[config.mk]
export PLATFORM = sky130hd
export DESIGN_NAME = datamover_rd_sched
export DESIGN_NICKNAME = d
export VERILOG_FILES = /design/src/rtl/datamover_rd_sched.sv
export SDC_FILE = /design/constraint.sdc
export NUM_CORES = 1
export LEC_CHECK = 0
export ABC_AREA = 1
export ABC_CLOCK_PERIOD_IN_PS = 5200
export BUFFER_PORTS_ARGS = -buffer_cell sky130_fd_sc_hd__clkbuf_2
export CORE_MARGIN = 8
export CORE_UTILIZATION = 55
export CTS_CLUSTER_SIZE = 14
export DETAILED_ROUTE_END_ITERATION = 12
export GPL_TIMING_DRIVEN = 0
export PLACE_DENSITY = 0.86
export SLEW_MARGIN = 20
export SYNTH_ARGS = -nofsm -noshare
export SYNTH_HDL_FRONTEND = slang
export SYNTH_SLANG_ARGS = --single-unit
[constraint.sdc]
create_clock -name clk -period 5.2 [get_ports clk]
set_input_delay 0.78 -clock clk [delete_from_list [all_inputs] [get_ports clk]]
set_output_delay 0.78 -clock clk [all_outputs]
set_load 0.02 [all_outputs]
[src/rtl/datamover_rd_sched.sv]
// Splits one large MM2S read request into chunks of at most MAX_CHUNK bytes and pulses o_done when all are read.
// Optional WAIT-state watchdog enabled by defining DM_RD_TIMEOUT_EN (default build: no watchdog, o_timeout tied 0).
module datamover_rd_sched #(
    parameter int unsigned MAX_CHUNK   = 256,
    parameter int unsigned TIMEOUT_CYC = 4096
) (
    input  logic        clk,
    input  logic        rst_n,
    input  logic        i_req_valid,
    output logic        o_req_ready,
    input  logic [31:0] i_req_addr,
    input  logic [31:0] i_req_bytes,
    output logic        o_start,
    output logic [8:0]  o_length,
    output logic [31:0] o_start_addr,
    input  logic        i_mm2s_rd_tvalid,
    input  logic        i_mm2s_rd_tready,
    input  logic        i_mm2s_rd_tlast,
    output logic        o_busy,
    output logic        o_done,
    output logic [15:0] o_chunk_cnt,
    output logic        o_timeout
);

    typedef enum logic [1:0] {
        ST_IDLE,
        ST_ISSUE,
        ST_WAIT,
        ST_DONE
    } state_t;

    localparam logic [31:0] MAX_CHUNK_W = 32'(MAX_CHUNK);

    function automatic logic [8:0] chunk_len(input logic [31:0] rem);
        return (rem > MAX_CHUNK_W) ? MAX_CHUNK_W[8:0] : rem[8:0];
    endfunction

    state_t      state_q, state_d;
    logic [31:0] rem_q, rem_d;
    logic [31:0] addr_q, addr_d;
    logic [8:0]  length_q, length_d;
    logic [31:0] start_addr_q, start_addr_d;
    logic [15:0] chunk_cnt_q, chunk_cnt_d;
    logic        busy_q, busy_d;
    logic        req_rdy_q, req_rdy_d;
    logic        timeout_q, timeout_d;
    logic        accept;
    logic        done_beat;

`ifdef DM_RD_TIMEOUT_EN
    localparam int unsigned TW = $clog2(TIMEOUT_CYC) + 1;
    logic [TW-1:0] wcnt_q, wcnt_d;
`endif

    assign accept    = i_req_valid & req_rdy_q & (state_q == ST_IDLE);
    assign done_beat = i_mm2s_rd_tvalid & i_mm2s_rd_tready & i_mm2s_rd_tlast;

    always_comb begin
        state_d      = state_q;
        rem_d        = rem_q;
        addr_d       = addr_q;
        length_d     = length_q;
        start_addr_d = start_addr_q;
        chunk_cnt_d  = chunk_cnt_q;
        busy_d       = busy_q;
        timeout_d    = timeout_q;
`ifdef DM_RD_TIMEOUT_EN
        wcnt_d       = wcnt_q;
`endif
        case (state_q)
            ST_IDLE: begin
                if (accept) begin
                    rem_d       = i_req_bytes;
                    addr_d      = i_req_addr;
                    chunk_cnt_d = 16'd0;
                    busy_d      = 1'b1;
                    timeout_d   = 1'b0;
                    state_d     = (i_req_bytes == 32'd0) ? ST_DONE : ST_ISSUE;
                end
            end
            ST_ISSUE: begin
                chunk_cnt_d = (chunk_cnt_q == 16'hFFFF) ? chunk_cnt_q : chunk_cnt_q + 16'd1;
`ifdef DM_RD_TIMEOUT_EN
                wcnt_d      = '0;
`endif
                state_d     = ST_WAIT;
            end
            ST_WAIT: begin
                if (done_beat) begin
                    rem_d   = rem_q - {23'd0, length_q};
                    addr_d  = addr_q + {23'd0, length_q};
                    state_d = (rem_d == 32'd0) ? ST_DONE : ST_ISSUE;
`ifdef DM_RD_TIMEOUT_EN
                end else if (wcnt_q == TW'(TIMEOUT_CYC - 1)) begin
                    timeout_d = 1'b1;
                    state_d   = ST_DONE;
                end else begin
                    wcnt_d = wcnt_q + 1'b1;
`endif
                end
            end
            ST_DONE: begin
                busy_d  = 1'b0;
                state_d = ST_IDLE;
            end
            default: state_d = ST_IDLE;
        endcase

        // Chunk descriptor is registered on entry to ISSUE and held through WAIT for late sampling downstream.
        if (state_d == ST_ISSUE) begin
            length_d     = chunk_len(rem_d);
            start_addr_d = addr_d;
        end

        req_rdy_d = (state_d == ST_IDLE);
    end

    always_ff @(posedge clk) begin
        if (!rst_n) begin
            state_q      <= ST_IDLE;
            rem_q        <= 32'd0;
            addr_q       <= 32'd0;
            length_q     <= 9'd0;
            start_addr_q <= 32'd0;
            chunk_cnt_q  <= 16'd0;
            busy_q       <= 1'b0;
            req_rdy_q    <= 1'b0;
            timeout_q    <= 1'b0;
`ifdef DM_RD_TIMEOUT_EN
            wcnt_q       <= '0;
`endif
        end else begin
            state_q      <= state_d;
            rem_q        <= rem_d;
            addr_q       <= addr_d;
            length_q     <= length_d;
            start_addr_q <= start_addr_d;
            chunk_cnt_q  <= chunk_cnt_d;
            busy_q       <= busy_d;
            req_rdy_q    <= req_rdy_d;
            timeout_q    <= timeout_d;
`ifdef DM_RD_TIMEOUT_EN
            wcnt_q       <= wcnt_d;
`endif
        end
    end

    assign o_req_ready  = req_rdy_q;
    assign o_start      = (state_q == ST_ISSUE);
    assign o_done       = (state_q == ST_DONE);
    assign o_length     = length_q;
    assign o_start_addr = start_addr_q;
    assign o_busy       = busy_q;
    assign o_chunk_cnt  = chunk_cnt_q;
    assign o_timeout    = timeout_q;

endmodule

# --- After elaboration in Yosys (flattened, before gate mapping) ---
# Index checks and enable logic that the tools add are counted.
# W data, S select, Z words.
op_classes:
  eq_ne: 7
  muxes: 17
  bitwise_logic: 4
  addsub: 3
  magnitude_cmp: 1
  reduce_logical: 8
ops:
  columns: ["cell", "n"]
  rows:
  - ["$mux W32", 4]
  - ["$pmux W32 S2", 2]
  - ["$logic_not A32 Y1", 2]
  - ["$add A32 B9 Y32", 1]
  - ["$gt A32 B9 Y1 const B", 1]
  - ["$mux W16", 2]
  - ["$pmux W16 S2", 1]
  - ["$sub A32 B9 Y32", 1]
  - ["$add A16 B1 Y16 const B", 1]
  - ["$eq A16 B16 Y1 const B", 1]
  - ["$mux W9", 1]
  - ["$mux W2", 4]
  - ["$pmux W2 S4", 1]
  - ["$and A1 B1 Y1", 4]
  - ["$eq A2 B1 Y1 const B", 2]
  - ["$eq A2 B2 Y1 const B", 2]
  - ["$logic_not A2 Y1", 2]
  - ["$ne A2 B2 Y1 const B", 2]
  - ["$reduce_bool A2 Y1", 2]
  - ["$reduce_and A3 Y1", 1]
  - ["$pmux W1 S2", 1]
  - ["$reduce_and A2 Y1", 1]
  - ["$mux W1", 1]
totals:
  reg_bits: 125
  out_inout_bits: 62
  wordCells: 48
  inputBits: 70

# --- Longest topological paths before layout ---
# Gate-level depths: netlist (run 1).
depth:
  ltp_word: 6
  depth_mapped: 25

# --- Worst setup path before layout (run 1) ---
# No wires, ideal clock.
synth_timing:
  path_type: "flip-flop to flip-flop"
  start: "register length_q[0], in the netlist o_length[0]"
  end: "register start_addr_q[13], in the netlist o_start_addr[13]"
  setup_slack_ns: 2.559
  arrival_time_ns: 2.498
  stages_incl_launch_ff: 22
  synth_period_minus_slack_ns: 2.641
  n_path_buf: 1
  path_cell_list: "dfxtp_1 > ha_1 > fa_1 > inv_1 > nand3_1 > nand2_1 > nand2_1 > nand2_1 > nand2_1 > nand3_1 > nand2_1 > nand2_1 > nand2_1 > nor2_1 > nand2_1 > nor2_2 > nand2_4 > nand2_2 > nor2_4 > buf_4 > nand2_1 > a21oi_2"
synth_via:
  elab_chain_len: 6
synth_lines:
  columns: ["item", "line_no", "rtl"]
  rows:
  - ["start: declaration", "41", "logic [8:0] length_q, length_d;"]
  - ["start signal: assignment", "136", "length_q <= length_d;"]
  - ["$sub A32 B9 Y32", "90", "rem_d = rem_q - {23'd0, length_q};"]
  - ["$logic_not A32 Y1", "92", "state_d = (rem_d == 32'd0) ? ST_DONE : ST_ISSUE;"]
  - ["$mux W2", "92", null]
  - ["$mux W2", "89", "if (done_beat) begin"]
  - ["$pmux W2 S4", "70", "case (state_q)"]
  - ["$eq A2 B1 Y1", "110", "if (state_d == ST_ISSUE) begin"]
  - ["end signal: assignment", "137", "start_addr_q <= start_addr_d;"]
  - ["end: declaration", "42", "logic [31:0] start_addr_q, start_addr_d;"]
# Several ways; a longest one is shown, not always the timed one.
# A chain may end at the register's enable or synchronous reset.

# --- Final worst setup path (run 1) ---
layout_timing:
  start: "register length_q[0], in the netlist o_length[0]"
  end: "register start_addr_q[31], in the netlist o_start_addr[31]"
# Same word-level chain as after synthesis.

==> results of run 1 <==
[area by class of cell]
| class | count | area, um^2 | share of cell area |
|---|---|---|---|
| Inverter | 233 | 887.1 | 0.08670 |
| Timing Repair Buffer | 129 | 645.6 | 0.06310 |
| Buffer | 38 | 222.7 | 0.02177 |
| Tap cell | 216 | 270.3 | 0.02641 |
| Sequential cell | 125 | 2502 | 0.2446 |
| Clock inverter | 13 | 138.9 | 0.01357 |
| Multi-Input combinational cell | 1018 | 5112 | 0.4996 |
| Clock buffer | 19 | 452.9 | 0.04427 |
[critical path: stages, from the launching register on]
cell                      delay [ns]
sky130_fd_sc_hd__dfxtp_1        0.36
sky130_fd_sc_hd__ha_1           0.24
sky130_fd_sc_hd__fa_1           0.42
sky130_fd_sc_hd__inv_1          0.12
sky130_fd_sc_hd__nand3_1        0.09
sky130_fd_sc_hd__nand2_1        0.20
sky130_fd_sc_hd__nand2_1        0.07
sky130_fd_sc_hd__nand2_1        0.10
sky130_fd_sc_hd__xor2_1         0.11
sky130_fd_sc_hd__inv_1          0.07
sky130_fd_sc_hd__nand2_1        0.05
sky130_fd_sc_hd__nor3_1         0.35
sky130_fd_sc_hd__nand2_1        0.12
sky130_fd_sc_hd__nor2_2         0.18
sky130_fd_sc_hd__nand2_4        0.09
sky130_fd_sc_hd__nand2_2        0.12
sky130_fd_sc_hd__nor2_4         0.07
sky130_fd_sc_hd__buf_4          0.20
sky130_fd_sc_hd__nand2_1        0.11
sky130_fd_sc_hd__a21oi_2        0.06
[metal layers]
layer	share of wire	GRT usage	vias up
met4	0.031	0.1136	0
met5	0	0	-
li1	-	-	4817
met2	0.44	0.4863	548
met1	0.42	0.4088	4530
met3	0.11	0.07682	67
[stage by stage]
stage | instance area [um^2] | hold slack, ns
6_report | 10230 | 0.4687
5_1_grt | 10230 | 0.4854
4_1_cts | 10230 | 0.4680
3_5_place_dp | 9641 | 0.4570
3_3_place_gp | 9641 | 0.4562
2_1_floorplan | 8725 | 0.4607
[cells by family after synthesis]
kind of cell	Yosys count	share of synthesized area
mux	1	0.001147
simple gates	780	0.3962
flops	125	0.2868
fa+ha+maj	21	0.03184
xor+xnor	12	0.01205
other cells	1	0.0004298
compound gates	203	0.1443
buf+inv	271	0.1272
[flip-flops by register name (all words and copies together), names as in the netlist]
register,count
rem_q,32
o_busy,1
state_q,2
o_start_addr,32
addr_q,32
o_req_ready,1
o_chunk_cnt,16
o_length,9
[power by group through the flow]
stage          Clock, uW  Combinational [uW]  Sequential, uW
2_1_floorplan          0                 740            1100
3_3_place_gp           0                1080            1080
3_5_place_dp           0                1090            1080
4_1_cts             1220                1100            1060
5_1_grt             1260                1240            1070
6_report            1220                1130            1060
[path summary, 6_finish.rpt]
check,startpoint,end,slack (ns),depth (start not counted)
setup / recovery,o_length[0],o_start_addr[31],1.92,19
hold / removal,o_start_addr[30],o_start_addr[30],0.47,2
setup reg to reg,o_length[0],o_start_addr[31],1.92,19
hold reg to reg,o_start_addr[30],o_start_addr[30],0.47,2
[synthesized netlist by cell type, drive strengths merged, types with 2 or more instances]
library cell  number
nand3             97
o22ai             14
xor2              10
nor2             171
nor3              25
a211oi             6
nand2            434
dfxtp            125
clkbuf            14
ha                19
buf               24
nand3b             7
fa                 2
o2111ai            2
a21oi             98
o211ai             2
inv              233
and2               3
nor4               5
a22oi             16
a221oi             3
or2                6
o221ai             2
o21ai             43
a22o               3
xnor2              2
o21bai             3
nor3b              2
nand4             29
a31oi              6
a21o               2
==> run_results.csv, run 1 <==
group,metric,value,unit
clock_network,post_cts_hold_buffer_count,0,
global_routing,maximum_number_of_pins_on_one_net_before_global_route_repair,17,
worst_setup_path,critical_path_peak_fanout,10,
sta,tns,0,ns
worst_setup_path,timing.critical_path.from_type,"register",
synth,synth_flop_cell,"sky130_fd_sc_hd__dfxtp_1",
global_routing,antenna_violations_before_repair,0,
synth,synth.largest_area_cell,"sky130_fd_sc_hd__dfxtp_1",
clock_network,latest_clock_arrival_within_the_worst_skew_pair,0.43,ns
finish,share_of_the_core_filled_with_cells_in_the_final_layout,0.6512,
synth,synth.avg_cell_area,6.170,um^2
floorplan,die_h,142.0,um
power,share_clk_of_total_power,0.357,
power,fin_total_pwr,3406,uW
synth,synth-seq-area-share,0.2868,
clock_network,post_cts.resized_instances,0,
place,post-place-ws,1.784,ns
clock_network,max-clock-path-buffers,2,
global_routing,first_pass_grt_wire_length,48.76,mm
sta,rsz0062_at_grt,"false",
sta,final.setup.worst_slack,1.919,ns
detailed_routing,drt-initial-drc-count,1136,
power,pwr-share-comb,0.331,
sta,final.setup_skew,0.01032,ns
detailed_routing,remaining_design_rule_violation_count,0,
sta,tightestPinTransition,0.8665,ns
sta,period_minus_slack,3.281,ns
detailed_routing,ant_nets,0,
min_path,hold_path.class,"reg -> reg",
clock_network,cts-buffers-inserted,17,
finish,mostFrequentLayoutCell,"sky130_fd_sc_hd__nand2_1",
synth,syn-instance-count,1414,
clock_network,clock-root-buffer,"sky130_fd_sc_hd__clkbuf_16",
worst_setup_path,worst_setup_path_end_kind,"register",
worst_setup_path,timing.critical_path.required,5.48,ns
global_routing,track_usage,0.3117,
synth,synth_edf_count,0,
finish,drive_gt1_frac,0.1771,
place,gp_congestion,1.054,
floorplan,die_area,20150,um^2
power,power_leakage,0.005086,uW
finish,finalNonFillerCells,1791,
finish,final_net_count,1653,
synth,yosys_warnings,0,
worst_setup_path,cp.arrival,3.56,ns
sta,worst_slew_margin_rel,0.4224,
detailed_routing,route.detailed.wl_per_inst,17.66,um
global_routing,grt-ovfl-total,0,
synth,synthArstFlopShare,0,
clock_network,htreeDepth,4,
sta,finalCritPeriodShare,0.6309,
clock_network,post_cts_setup_buffers,0,
synth,ys_top_cells_by_area,"sky130_fd_sc_hd__dfxtp_1 (29%), sky130_fd_sc_hd__nand2_1 (17%), sky130_fd_sc_hd__inv_1 (9.5%)",
job,cap_viol_max_count,0,
detailed_routing,dr_total_vias,9962,
floorplan,fp-row-count,46,
floorplan,die-width,142.0,um
finish,fillers,1502,
sta,finalHoldViolCount,0,
sta,max_freq,304.8,MHz
floorplan,initial_core_util,0.5553,
floorplan,io-pin-count,132,
detailed_routing,route.final.wire_length,31.63,mm
finish,areaGrowthSynthToFinish,17.28,%
power,power.switching_fraction,0.3979,
synth,synth_seq_cells,125,
power,p_int,2051,uW
place,placement.io_buffers,129,
synth,synth.top_cell.area_share,0.2868,
synth,synth.distinct_cells,57,
finish,n_antenna_cell,0,
floorplan,core,15710,um^2
clock_network,cts.sinks,125,
finish,most-common-layout-cells,"sky130_fd_sc_hd__nand2_1 (399), sky130_fd_sc_hd__inv_1 (220), sky130_fd_sc_hd__nor2_1 (154), sky130_fd_sc_hd__clkbuf_2 (129), sky130_fd_sc_hd__dfxtp_1 (125)",
clock_network,tritoncts,"built",
sta,final-max-slew-violation-count,0,
synth,syn-num-nets,1505,
worst_setup_path,critPathKind,"reg -> reg",
place,numPlacedInstances,1759,
clock_network,worst_setup_hold_path_clk_slew,0.07,ns
global_routing,grt_pass1_vias,9160,
detailed_routing,vias_per_cell,5.562,
synth,syn_area,8725,um^2
sta,final-setup-viol-count,0,
power,power-per-cell-area,332.9,nW/um^2
outcome,outcome,"complete, no violations",
place,place_hpwl,24.83,mm
power,irDropWorstVdd,0.2809,mV
power,power.sequential.fraction,0.312,
power,p_sw,1355,uW
detailed_routing,detail_route.first_pass.iterations,5,
No activity file was read; power rests on OpenSTA's default activity.
==> run 2, diff against run 1 <==
ABC_CLOCK_PERIOD_IN_PS = 3400   (was 5200)
clock period = 3.4 ns   (was 5.2 ns; I/O delays follow)
==> run 2 against run 1 <==
Critical path depth shrank 2; hold slack lost 0.077 ns; die area unchanged; non-clock buffer count is the same; via count rose by 0.42%; core utilization up 0.080 points; count of clock-buffer cells in the layout is the same; largest power group unchanged.
==> run_results.csv, run 2 (synthesis results as in run 1) <==
group,metric,value,unit
power,power.sequential.fraction,0.311,
clock_network,cts-buffers-inserted,17,
sta,max_freq,311.7,MHz
floorplan,die_area,20150,um^2
finish,multiInputGateArea,5125,um^2
floorplan,initial_core_util,0.5553,
clock_network,latest_clock_arrival_within_the_worst_skew_pair,0.43,ns
job,cap_viol_max_count,0,
power,irDropWorstVdd,0.4339,mV
global_routing,first_pass_grt_wire_length,48.76,mm
sta,finalHoldViolCount,0,
sta,tns,0,ns
detailed_routing,dr_total_vias,10004,
sta,final-setup-viol-count,0,
finish,fillers,1503,
detailed_routing,ant_nets,0,
clock_network,post_cts_hold_buffer_count,0,
finish,ff_latch_area,2502,um^2
global_routing,grt_pass1_vias,9160,
floorplan,core,15710,um^2
floorplan,die_h,142.0,um
worst_setup_path,timing.critical_path.required,3.68,ns
clock_network,clock-root-buffer,"sky130_fd_sc_hd__clkbuf_16",
clock_network,post_cts_setup_buffers,0,
power,power.switching_fraction,0.3991,
finish,drive_gt1_frac,0.1797,
finish,n_antenna_cell,0,
clock_network,cts.sinks,125,
global_routing,grt-ovfl-total,0,
power,power_leakage,0.005088,uW
worst_setup_path,critPathKind,"reg -> reg",
worst_setup_path,worst_setup_path_end_kind,"register",
worst_setup_path,critical_path_peak_fanout,10,
sta,period_minus_slack,3.208,ns
floorplan,fp-row-count,46,
clock_network,tritoncts,"built",
power,p_sw,2086,uW
clock_network,htreeDepth,4,
detailed_routing,detail_route.first_pass.iterations,5,
clock_network,max-clock-path-buffers,2,
power,power-per-cell-area,510.0,nW/um^2
finish,most-common-layout-cells,"sky130_fd_sc_hd__nand2_1 (397), sky130_fd_sc_hd__inv_1 (220), sky130_fd_sc_hd__nor2_1 (153), sky130_fd_sc_hd__clkbuf_2 (129), sky130_fd_sc_hd__dfxtp_1 (125)",
power,pwr-share-comb,0.331,
detailed_routing,route.detailed.wl_per_inst,17.68,um
sta,worst_slew_margin_rel,0.4330,
sta,final-max-slew-violation-count,0,
worst_setup_path,cp.arrival,3.49,ns
finish,final_net_count,1653,
floorplan,io-pin-count,132,
place,gp_congestion,1.054,
place,place_hpwl,24.83,mm
floorplan,die-width,142.0,um
place,placement.io_buffers,129,
detailed_routing,route.final.wire_length,31.66,mm
sta,rsz0062_at_grt,"false",
global_routing,track_usage,0.3117,
sta,final.setup_skew,0.01008,ns
worst_setup_path,timing.critical_path.from_type,"register",
global_routing,maximum_number_of_pins_on_one_net_before_global_route_repair,17,
power,p_int,3140,uW
clock_network,post_cts.resized_instances,0,
sta,tightestPinTransition,0.8505,ns
detailed_routing,remaining_design_rule_violation_count,0,
detailed_routing,drt-initial-drc-count,939,
min_path,hold_path.class,"in -> reg",
power,fin_total_pwr,5225,uW
global_routing,antenna_violations_before_repair,0,
clock_network,worst_setup_hold_path_clk_slew,0.06,ns
sta,finalCritPeriodShare,0.9435,
outcome,outcome,"complete, no violations",
detailed_routing,vias_per_cell,5.586,
finish,areaGrowthSynthToFinish,17.42,%
finish,mostFrequentLayoutCell,"sky130_fd_sc_hd__nand2_1",
power,share_clk_of_total_power,0.357,
==> run 2: cell counts in the layout (fill, tap and decap cells not counted) <==
Identical to the previous run, type by type.
==> run 2: layer usage <==
| layer | wire, um | track usage | vias to the layer above |
|---|---|---|---|
| li1 | - | - | 4816 |
| met3 | 3513 | 0.07682 | 67 |
| met2 | 13990 | 0.4863 | 582 |
| met4 | 954 | 0.1136 | 0 |
| met1 | 13200 | 0.4088 | 4539 |
| met5 | 0 | 0 | - |
==> run 2: final timing paths <==
kind / start / to / slack [ns] / cells after the start
setup / recovery: o_length[0] / o_start_addr[31] / 0.19 / 17
hold / removal: i_req_addr[7] / addr_q[7] / 0.39 / 3
setup reg to reg: o_length[0] / o_start_addr[31] / 0.19 / 17
hold reg to reg: o_start_addr[30] / o_start_addr[30] / 0.47 / 2
==> run 2: final cells by class <==
type / instances / area share
buffer: 38 / 0.02174
tap: 216 / 0.02638
clock inverter: 13 / 0.01356
clock buffer: 19 / 0.04421
multi-input combinational: 1018 / 0.5002
inverter: 233 / 0.08659
sequential: 125 / 0.2443
timing repair buffer: 129 / 0.06302
==> run 2: worst max-delay path, stage by stage (launching register included) <==
cell and delay (ns):
sky130_fd_sc_hd__dfxtp_1 0.36, sky130_fd_sc_hd__ha_1 0.24, sky130_fd_sc_hd__fa_1 0.42, sky130_fd_sc_hd__inv_1 0.12, sky130_fd_sc_hd__nand3_1 0.11, sky130_fd_sc_hd__nand3_1 0.11
sky130_fd_sc_hd__nand2_1 0.10, sky130_fd_sc_hd__a211oi_1 0.30, sky130_fd_sc_hd__nand2_1 0.11, sky130_fd_sc_hd__nor3_2 0.25, sky130_fd_sc_hd__nand2_1 0.11, sky130_fd_sc_hd__nor2_2 0.17
sky130_fd_sc_hd__nand2_4 0.09, sky130_fd_sc_hd__nand2_2 0.12, sky130_fd_sc_hd__nor2_4 0.07, sky130_fd_sc_hd__buf_4 0.21, sky130_fd_sc_hd__nand2_1 0.10, sky130_fd_sc_hd__a21oi_2 0.06
==> run 2: stage by stage <==
| stage | instance area [um^2] | instances | worst slack [ns] | hold slack [ns] | utilization |
|---|---|---|---|---|---|
| global placement | 9641 | 1759 | 0.2088 | 0.4562 | 0.6136 |
| floorplan | 8725 | 1414 | 0.7592 | 0.4607 | - |
| detailed placement | 9641 | 1759 | 0.1930 | 0.4570 | 0.6136 |
| finish | 10240 | 1791 | 0.1920 | 0.3921 | 0.6520 |
| CTS | 10230 | 1791 | 0.1600 | 0.3813 | 0.6512 |
| global route | 10240 | 1791 | 0.009122 | 0.4016 | 0.6520 |
==> run 2: power by group through the flow <==
stage	registers (uW)	clock network, uW	logic, uW
floorplan	1680	0	1130
global placement	1650	0	1650
detailed placement	1660	0	1660
CTS	1620	1860	1680
global route	1630	1920	1900
finish	1630	1870	1730
==> run 3, diff against run 2 <==
REMOVE_ABC_BUFFERS = 1   (was not set)
==> run 3 against run 2 <==
Clock skew shrank 0.0019 ns; global-route usage shrank 2.6 points; design area shrank 0.29%; flip-flop and latch count is the same; via count shrank 0.86%; maximum frequency shrank 1.9%; first-iteration DRC count grew 4.5%; core utilization shrank 0.19 points; register-to-register slack lost 0.06 ns; routed wire length shrank 6.8%; count of clock-buffer cells in the layout grew 1; critical path depth grew 5; critical endpoint is now o_start_addr[3]; largest cell class unchanged; largest power group unchanged; highest routed layer unchanged.
==> run_results.csv, run 3 (synthesis results as in run 1) <==
group,metric,value,unit
detailed_routing,vias_per_cell,5.619,
clock_network,tritoncts,"built",
global_routing,track_usage,0.2859,
global_routing,maximum_number_of_pins_on_one_net_before_global_route_repair,66,
global_routing,grt_pass1_vias,9267,
sta,tightestPinTransition,1.074,ns
sta,final-setup-viol-count,0,
power,p_sw,1963,uW
worst_setup_path,worst_setup_path_end_kind,"register",
worst_setup_path,crit_chain,"ha_1, fa_1, inv_1, nand3_1, nand2_2, nand2_1, nand2_1, nand2_1, nand3_1, nand2_1, nand2_1, nand2_1, nor2_1, nand2_1, nor2_4, nand2_4, nand2_4, nor2_4, buf_12, nand2_1, nand2_1, nor2_1",
floorplan,die_h,142.0,um
worst_setup_path,crit_family,"simple AND/OR/NAND/NOR gates",
sta,final-max-slew-violation-count,0,
global_routing,first_pass_grt_wire_length,45.89,mm
power,pwr-share-comb,0.323,
sta,max_freq,305.8,MHz
detailed_routing,detail_route.first_pass.iterations,5,
global_routing,grt-ovfl-total,0,
clock_network,worst_setup_hold_path_clk_slew,0.06,ns
floorplan,die-width,142.0,um
power,share_clk_of_total_power,0.362,
worst_setup_path,cp.arrival,3.62,ns
worst_setup_path,critPathKind,"reg -> reg",
finish,postLayoutCellArea,10210,um^2
power,power.switching_fraction,0.3803,
clock_network,cts.sinks,125,
finish,fillers,1402,
power,power.sequential.fraction,0.315,
global_routing,antenna_violations_before_repair,0,
floorplan,fp-row-count,46,
place,placement.io_buffers,130,
clock_network,latest_clock_arrival_within_the_worst_skew_pair,0.42,ns
worst_setup_path,crit_slowest_cell,"sky130_fd_sc_hd__fa_1",
floorplan,io-pin-count,132,
job,cap_viol_max_count,0,
sta,finalHoldViolCount,0,
worst_setup_path,critical_path_buf_inv_count,2,
finish,areaGrowthSynthToFinish,17.08,%
power,p_int,3199,uW
worst_setup_path,timing.critical_path.required,3.75,ns
worst_setup_path,critical_path_peak_fanout,16,
floorplan,die_area,20150,um^2
power,power-per-cell-area,505.4,nW/um^2
min_path,hold_path.class,"in -> reg",
worst_setup_path,critical-path-max-stage-delay,0.40,ns
sta,period_minus_slack,3.271,ns
finish,most-common-layout-cells,"sky130_fd_sc_hd__nand2_1 (397), sky130_fd_sc_hd__inv_1 (219), sky130_fd_sc_hd__nor2_1 (152), sky130_fd_sc_hd__clkbuf_2 (130), sky130_fd_sc_hd__dfxtp_1 (125)",
detailed_routing,ant_nets,0,
finish,n_antenna_cell,0,
power,power_leakage,0.005030,uW
detailed_routing,route.detailed.wl_per_inst,16.73,um
clock_network,max-clock-path-buffers,2,
clock_network,clock-root-buffer,"sky130_fd_sc_hd__clkbuf_16",
finish,final_net_count,1627,
power,irDropWorstVdd,0.3933,mV
worst_setup_path,cpMostUsedCell,"sky130_fd_sc_hd__nand2_1",
finish,mostFrequentLayoutCell,"sky130_fd_sc_hd__nand2_1",
sta,finalCritPeriodShare,0.9619,
detailed_routing,route.final.wire_length,29.52,mm
place,gp_congestion,0.9677,
outcome,outcome,"complete, no violations",
place,dpl-instance-area,9480,um^2
worst_setup_path,timing.critical_path.from_type,"register",
clock_network,cts-buffers-inserted,17,
place,place_hpwl,20.92,mm
detailed_routing,dr_total_vias,9918,
floorplan,initial_core_util,0.5553,
detailed_routing,remaining_design_rule_violation_count,0,
clock_network,htreeDepth,4,
finish,share_of_the_core_filled_with_cells_in_the_final_layout,0.6501,
finish,drive_gt1_frac,0.1788,
detailed_routing,drt-initial-drc-count,981,
sta,worst_slew_margin_rel,0.2830,
sta,tns,0,ns
floorplan,core,15710,um^2
sta,final.setup_skew,0.008191,ns
run 3: cell count changes in the layout (fill, tap and decap cells not counted), sizes merged:
cell	previous run	this run
clkinvlp	1	4
buf	24	7
clkbuf	162	150
inv	243	236
bufinv	1	2
nand3	97	98
nor2	171	174
clkinv	1	3
run 3: final cells by class:
type                    instances  area [um^2]  share of cell area
clock buffers                  20        466.7             0.04569
clock inverters                12        135.1             0.01323
inverters                     233        892.1             0.08733
multi-input cells            1022         5180              0.5071
flip-flops and latches        125         2502              0.2450
well taps                     216        270.3             0.02646
repair buffers                137        768.2             0.07521
run 3: path summary, 6_finish.rpt:
| path | slack [ns] | end | start | cells after the start |
|---|---|---|---|---|
| max reg2reg | 0.13 | o_start_addr[3] | o_length[0] | 22 |
| min reg2reg | 0.47 | o_start_addr[12] | o_start_addr[12] | 2 |
| min | 0.36 | addr_q[25] | i_req_addr[25] | 3 |
| max | 0.13 | o_start_addr[3] | o_length[0] | 22 |
run 3: routing by layer:
metal	routed length [um]	GRT usage
met5	0	0
met4	1094	0.1119
met3	2706	0.06273
met2	13530	0.4729
met1	12190	0.3553
run 3: through the flow:
stage	total power [uW]	instances	hold slack (ns)	setup slack [ns]
final	5162	1765	0.3618	0.1295
after global routing	5406	1765	0.3771	-0.02408
after CTS	5105	1760	0.3473	0.06257
after detailed placement	3231	1724	0.4618	-0.3099
after global placement	3194	1722	0.4525	-1.077
after floorplan	2770	1376	0.4607	0.5838
run 3: timing repair:
| action | 4_1_cts | 5_1_grt |
|---|---|---|
| gates resized for setup | 4 | 6 |
| pin swaps | 2 | 4 |
| setup buffers | 0 | 5 |
| cloned | 4 | 0 |
| hold buffers | 0 | 0 |
| endpoints found under the setup margin | 41 | 41 |
run 3: power groups by stage:
| stage | logic, uW | registers [uW] | clock network (uW) |
|---|---|---|---|
| 2_1_floorplan | 1090 | 1680 | 0 |
| 3_3_place_gp | 1540 | 1650 | 0 |
| 3_5_place_dp | 1580 | 1650 | 0 |
| 4_1_cts | 1610 | 1620 | 1880 |
| 5_1_grt | 1840 | 1630 | 1940 |
| 6_report | 1670 | 1630 | 1870 |
run 3: worst register-to-register path: stages (launching register included):
cell and delay, ns:
sky130_fd_sc_hd__dfxtp_1 0.36, sky130_fd_sc_hd__ha_1 0.24, sky130_fd_sc_hd__fa_1 0.41, sky130_fd_sc_hd__inv_1 0.13, sky130_fd_sc_hd__nand3_1 0.13, sky130_fd_sc_hd__nand2_2 0.15
sky130_fd_sc_hd__nand2_1 0.06, sky130_fd_sc_hd__nand2_1 0.09, sky130_fd_sc_hd__nand2_1 0.15, sky130_fd_sc_hd__nand3_1 0.11, sky130_fd_sc_hd__nand2_1 0.07, sky130_fd_sc_hd__nand2_1 0.09
sky130_fd_sc_hd__nand2_1 0.06, sky130_fd_sc_hd__nor2_1 0.13, sky130_fd_sc_hd__nand2_1 0.12, sky130_fd_sc_hd__nor2_4 0.15, sky130_fd_sc_hd__nand2_4 0.12, sky130_fd_sc_hd__nand2_4 0.13
sky130_fd_sc_hd__nor2_4 0.05, sky130_fd_sc_hd__buf_12 0.19, sky130_fd_sc_hd__nand2_1 0.07, sky130_fd_sc_hd__nand2_1 0.05, sky130_fd_sc_hd__nor2_1 0.14
